**src/rtl/ftdi_rx_reader.sv**
```systemverilog
// FT232H 245-synchronous-FIFO read handshake in the ftdi_clk domain, feeding a
// small receive buffer that is drained through an AXI-Stream source.
module ftdi_rx_reader #(
  parameter int DEPTH       = 4,
  parameter int COUNT_WIDTH = 32
) (
  input  logic                   ftdi_clk,
  input  logic                   rst_n,
  input  logic                   ftdi_rxf_n,
  input  logic [7:0]             ftdi_adbus_in,
  output logic                   ftdi_oe_n,
  output logic                   ftdi_rd_n,
  output logic                   bus_busy,
  input  logic                   rx_grant,
  output logic [7:0]             m_axis_tdata,
  output logic                   m_axis_tvalid,
  input  logic                   m_axis_tready,
  output logic [COUNT_WIDTH-1:0] rx_count,
  output logic                   overflow_err
);

  localparam int PTR_W = $clog2(DEPTH);
  localparam int LVL_W = PTR_W + 1;
  localparam logic [LVL_W-1:0] LVL_FULL  = LVL_W'(DEPTH);
  localparam logic [LVL_W-1:0] LVL_LIMIT = LVL_W'(DEPTH - 2);

  typedef enum logic [1:0] {
    IDLE       = 2'd0,
    OE_WAIT    = 2'd1,
    READ       = 2'd2,
    TURNAROUND = 2'd3
  } state_t;

  state_t state_q, state_d;
  logic   oe_n_d, rd_n_d, busy_d;

  logic [7:0]       mem [DEPTH];
  logic [PTR_W-1:0] wr_ptr, rd_ptr;
  logic [LVL_W-1:0] level_q, level_d;
  logic             capture, pop, full, wr_en, space_ok;

  // RD# is registered, so the byte on ADBUS is taken whenever the FTDI sees RD# low
  // with data present, regardless of which state we are in.
  assign capture  = !ftdi_rd_n && !ftdi_rxf_n;
  assign full     = (level_q == LVL_FULL);
  assign pop      = m_axis_tvalid && m_axis_tready;
  assign wr_en    = capture && (!full || pop);
  assign space_ok = (level_d <= LVL_LIMIT);

  assign m_axis_tvalid = (level_q != '0);
  assign m_axis_tdata  = m_axis_tvalid ? mem[rd_ptr] : 8'h00;

  always_comb begin
    level_d = level_q;
    if (wr_en && !pop)
      level_d = level_q + 1'b1;
    else if (!wr_en && pop)
      level_d = level_q - 1'b1;
  end

  always_comb begin
    state_d = state_q;
    oe_n_d  = ftdi_oe_n;
    rd_n_d  = ftdi_rd_n;
    busy_d  = bus_busy;
    case (state_q)
      IDLE: begin
        oe_n_d = 1'b1;
        rd_n_d = 1'b1;
        busy_d = 1'b0;
        if (rx_grant && !ftdi_rxf_n && space_ok) begin
          state_d = OE_WAIT;
          oe_n_d  = 1'b0;
          busy_d  = 1'b1;
        end
      end
      OE_WAIT: begin
        state_d = READ;
        rd_n_d  = !(!ftdi_rxf_n && space_ok && rx_grant);
      end
      READ: begin
        if (ftdi_rxf_n || !rx_grant) begin
          state_d = TURNAROUND;
          oe_n_d  = 1'b1;
          rd_n_d  = 1'b1;
        end else begin
          // A nearly full buffer pauses RD# but keeps the bus owned.
          rd_n_d = !space_ok;
        end
      end
      TURNAROUND: begin
        state_d = IDLE;
        oe_n_d  = 1'b1;
        rd_n_d  = 1'b1;
        busy_d  = 1'b0;
      end
      default: begin
        state_d = IDLE;
        oe_n_d  = 1'b1;
        rd_n_d  = 1'b1;
        busy_d  = 1'b0;
      end
    endcase
  end

  always_ff @(posedge ftdi_clk or negedge rst_n) begin
    if (!rst_n) begin
      state_q   <= IDLE;
      ftdi_oe_n <= 1'b1;
      ftdi_rd_n <= 1'b1;
      bus_busy  <= 1'b0;
    end else begin
      state_q   <= state_d;
      ftdi_oe_n <= oe_n_d;
      ftdi_rd_n <= rd_n_d;
      bus_busy  <= busy_d;
    end
  end

  always_ff @(posedge ftdi_clk or negedge rst_n) begin
    if (!rst_n) begin
      wr_ptr       <= '0;
      rd_ptr       <= '0;
      level_q      <= '0;
      rx_count     <= '0;
      overflow_err <= 1'b0;
    end else begin
      level_q <= level_d;
      if (wr_en)
        wr_ptr <= wr_ptr + 1'b1;
      if (pop)
        rd_ptr <= rd_ptr + 1'b1;
      if (capture)
        rx_count <= rx_count + 1'b1;
      if (capture && full && !pop)
        overflow_err <= 1'b1;
    end
  end

  // Storage carries no reset; validity is tracked by the pointers and level.
  always_ff @(posedge ftdi_clk) begin
    if (wr_en)
      mem[wr_ptr] <= ftdi_adbus_in;
  end

endmodule

```
**config.mk**
```make
export PLATFORM = sky130hd
export DESIGN_NAME = ftdi_rx_reader
export DESIGN_NICKNAME = d
export VERILOG_FILES = /design/src/rtl/ftdi_rx_reader.sv
export SDC_FILE = /design/constraint.sdc
export NUM_CORES = 1
export LEC_CHECK = 0
export CAP_MARGIN = 20
export CORE_MARGIN = 3
export CORE_UTILIZATION = 53
export CTS_CLUSTER_DIAMETER = 40
export DETAILED_ROUTE_END_ITERATION = 10
export PLACE_DENSITY = 0.79
export SKIP_LAST_GASP = 1
export SYNTH_ARGS = -nofsm -noshare
export SYNTH_HDL_FRONTEND = slang
export SYNTH_SLANG_ARGS = --single-unit
export TNS_END_PERCENT = 5
```
**constraint.sdc**
```tcl
create_clock -name ftdi_clk -period 2.52 [get_ports ftdi_clk]
set_clock_uncertainty 0.2 [all_clocks]
set_input_delay 0.756 -clock ftdi_clk [delete_from_list [all_inputs] [get_ports ftdi_clk]]
set_output_delay 0.756 -clock ftdi_clk [all_outputs]
set_load 0.02 [all_outputs]
```
==> run_results.csv <==
group,metric,value,unit
placed_design,dp_hpwl,4950,um
sta,period_needed,2620,ps
synthesis,synth_most_common_cell,"dfrtp_1",
global_routing,grt_pass1_wl,11500,um
synthesis,syn_area,0.00357,mm^2
global_routing,grt_pass1_vias,2435,
clocking,cts.clk_slew.worst_paths,80,ps
synthesis,synth_area_leaders,"dfrtp_1 30%, edfxtp_1 27%, xnor2_1 7.4%, mux4_2 5.0%, ha_1 4.2%",
drt,drc,0,
synthesis,syn_nets,299,
floorplan,start_util,0.553,
synthesis,synth_cells,274,
synthesis,synth_commonest_cells,"43 x dfrtp_1, 32 x edfxtp_1, 30 x xnor2_1",
setup_path,crit_family,"multiplexers",
status,violations,"setup timing",
drt,drtAntennaViolNets,0,
status,status,"finished with violations",
synthesis,ys_types,51,
clocking,cts_buffer_depth,2,
synthesis,syn_avg_cell_area,13.0,um^2
floorplan,dieArea,0.00777,mm^2
global_routing,grt_max_degree,46,
clocking,cts_made_buffers,9,
drt,num_vias,2352,
global_routing,antenna_found_initial,0,
drt,wl_per_cell,15.2,um
clocking,htreeDepth,3,
sta,fin_crit_sh,1.04,
synthesis,synth_edf_count,32,
placed_design,gp_congestion,0.845,
sta,rsz0062_at_grt,"true",
job,cap_violations,0,
setup_path,cp-start-kind,"flop",
synthesis,yosysSeqAreaShare,0.585,
cells_and_area,nets,389,
synthesis,async_flop_share,0.584,
pwr,irDropWorstVdd,0.700,mV
pwr,finalPower,4.89,mW
sta,max_clock_freq,0.382,GHz
clocking,clock_latency,340,ps
synthesis,yosysWarnings,0,
setup_path,cp_max_fo,5,
sta,fin_hold_ws,180,ps
setup_path,worstPathCellList,"buf_6 > mux4_2 > and2_4 > buf_6",
setup_path,cp.required,1560,ps
floorplan,die_h,88.1,um
pwr,leakage,1.94,nW
drt,drt_iter0_markers,98,
sta,setup_ws,-101,ps
cells_and_area,insertedDiodeCount,0,
clocking,cts-root-buf,"clkbuf_8",
synthesis,synthFlopType,"dfrtp_1",
sta,drv_slew,0,
setup_path,crit_top_cell,"buf_6",
setup_path,path_buf_inv,2,
setup_path,cpPeakStageDelay,490,ps
setup_path,cp.arrival,1670,ps
synthesis,yosys.area.top_type_share,0.301,
cells_and_area,area_delta_synth_final,32.7,%
global_routing,overflow,0,
drt,detail_route.first_pass.iterations,4,
placed_design,io_buffers,57,
drt,avgViaCountPerCell,5.27,
synthesis,synth_top_area_cell,"dfrtp_1",
drt,wl,6790,um
floorplan,fp.dieW,88.1,um
setup_path,endpoint_kind,"output pin",
cells_and_area,layout-drive-gt1-share,0.230,
setup_path,slowest_stage,"mux4_2",
sta,fin_tns_setup,-764,ps
synthesis,ys_ff_latch,77,
clocking,cts.sinks,77,
sta,relSlewSlack,0.755,
min_path,hp-class,"input pin to asynchronous set/reset pin",
floorplan,ios,58,
sta,hold_viol,0,
clocking,cts_tree,"done",
pwr,powerDensity,1030,mW/mm^2
floorplan,design.core.area,0.00646,mm^2
floorplan,placementRows,29,
setup_path,path_class,"flop to output pin",
sta,finalSetupViolCount,9,
sta,worstMarginPinSlew,368,ps
global_routing,track_usage,0.195,
-- sequential cells by signal (all words and copies together), names as in the netlist --
register / count
wr_ptr: 2
rx_count: 32
rd_ptr: 2
level_q: 3
overflow_err: 1
bus_busy: 1
state_q: 2
ftdi_oe_n: 1
mem: 32
ftdi_rd_n: 1
-- logic make-up (layout without fill, tap and decap cells) --
family,after synthesis,in the layout,synth area share
flops,77,77,0.585
buf+inv,19,114,0.0263
xor+xnor,35,35,0.0858
fa+ha+maj,12,12,0.0420
compound gates,29,29,0.0606
simple gates,93,93,0.147
mux,9,9,0.0536
-- stage by stage --
step	std cells	util	instance area [um^2]	setup WS [ps]
2_1_floorplan	274	-	3580	104
3_3_place_gp	428	0.693	4470	-325
3_5_place_dp	428	0.693	4470	-347
4_1_cts	445	0.733	4730	-119
5_1_grt	446	0.735	4740	-178
6_report	446	0.735	4740	-101
-- cells in the final DEF (no fill, tap or decap), types with 9 or more instances in the layout --
| master | synthesis | final |
|---|---|---|
| dfrtp_1 | 43 | 43 |
| inv_1 | 10 | 10 |
| clkdlybuf4s50_1 | 0 | 47 |
| xnor2_1 | 30 | 30 |
| clkbuf_8 | 0 | 9 |
| buf_4 | 1 | 25 |
| edfxtp_1 | 32 | 32 |
| nor2_1 | 9 | 9 |
| nand2_1 | 22 | 22 |
| nand3_1 | 10 | 10 |
| ha_1 | 12 | 12 |
-- worst reg2reg max path, cell delays in order, from the launching register on --
cell     delay, ps
dfrtp_1        360
inv_1           60
ha_1           210
buf_4          170
o31ai_1        280
a32oi_2         90
or3_2          470
a31o_1         230
o31ai_1         60
-- path summary, 6_finish.rpt --
path	from	to	slack (ps)	depth (start not counted)
min reg2reg	rx_count[31]	rx_count[31]	280	1
max in group asynchronous	rst_n	ftdi_rd_n	1670	2
max	rd_ptr[0]	m_axis_tdata[7]	-100	4
min	rst_n	rx_count[28]	180	2
min in group ftdi_clk	rx_count[31]	rx_count[31]	280	1
max reg2reg	level_q[0]	state_q[1]	310	8
-- report_power, final --
part / switching (mW) / internal (mW)
Combinational: 0.978 / 1.13
Clock: 0.484 / 0.575
Sequential: 0.183 / 1.53
-- cell type report --
type,instances,area (um^2)
Clock buffer,9,124
Clock inverter,7,106
Fill cell,433,1710
Inverter,10,37.5
Multi-Input combinational cell,178,1410
Sequential cell,77,2090
Tap cell,77,96.3
Timing Repair Buffer,88,882
-- per-layer routing --
metal,share of wire,GRT usage,vias up
met4,0.013,0.0632,0
met2,0.50,0.323,63
met5,0,0,-
met3,0.053,0.0470,9
met1,0.43,0.254,1122
li1,-,-,1158
-- repair_timing --
item                       in CTS  in global routing
resized for setup              54                  2
setup endpoints to repair      10                 17
buffers inserted                1                  1
hold endpoints to repair        0                  0
hold buffers                    0                  0
gates cloned                    0                  0
pin swaps                       3                  2
Note: power is estimated with default switching activity, not from simulation.
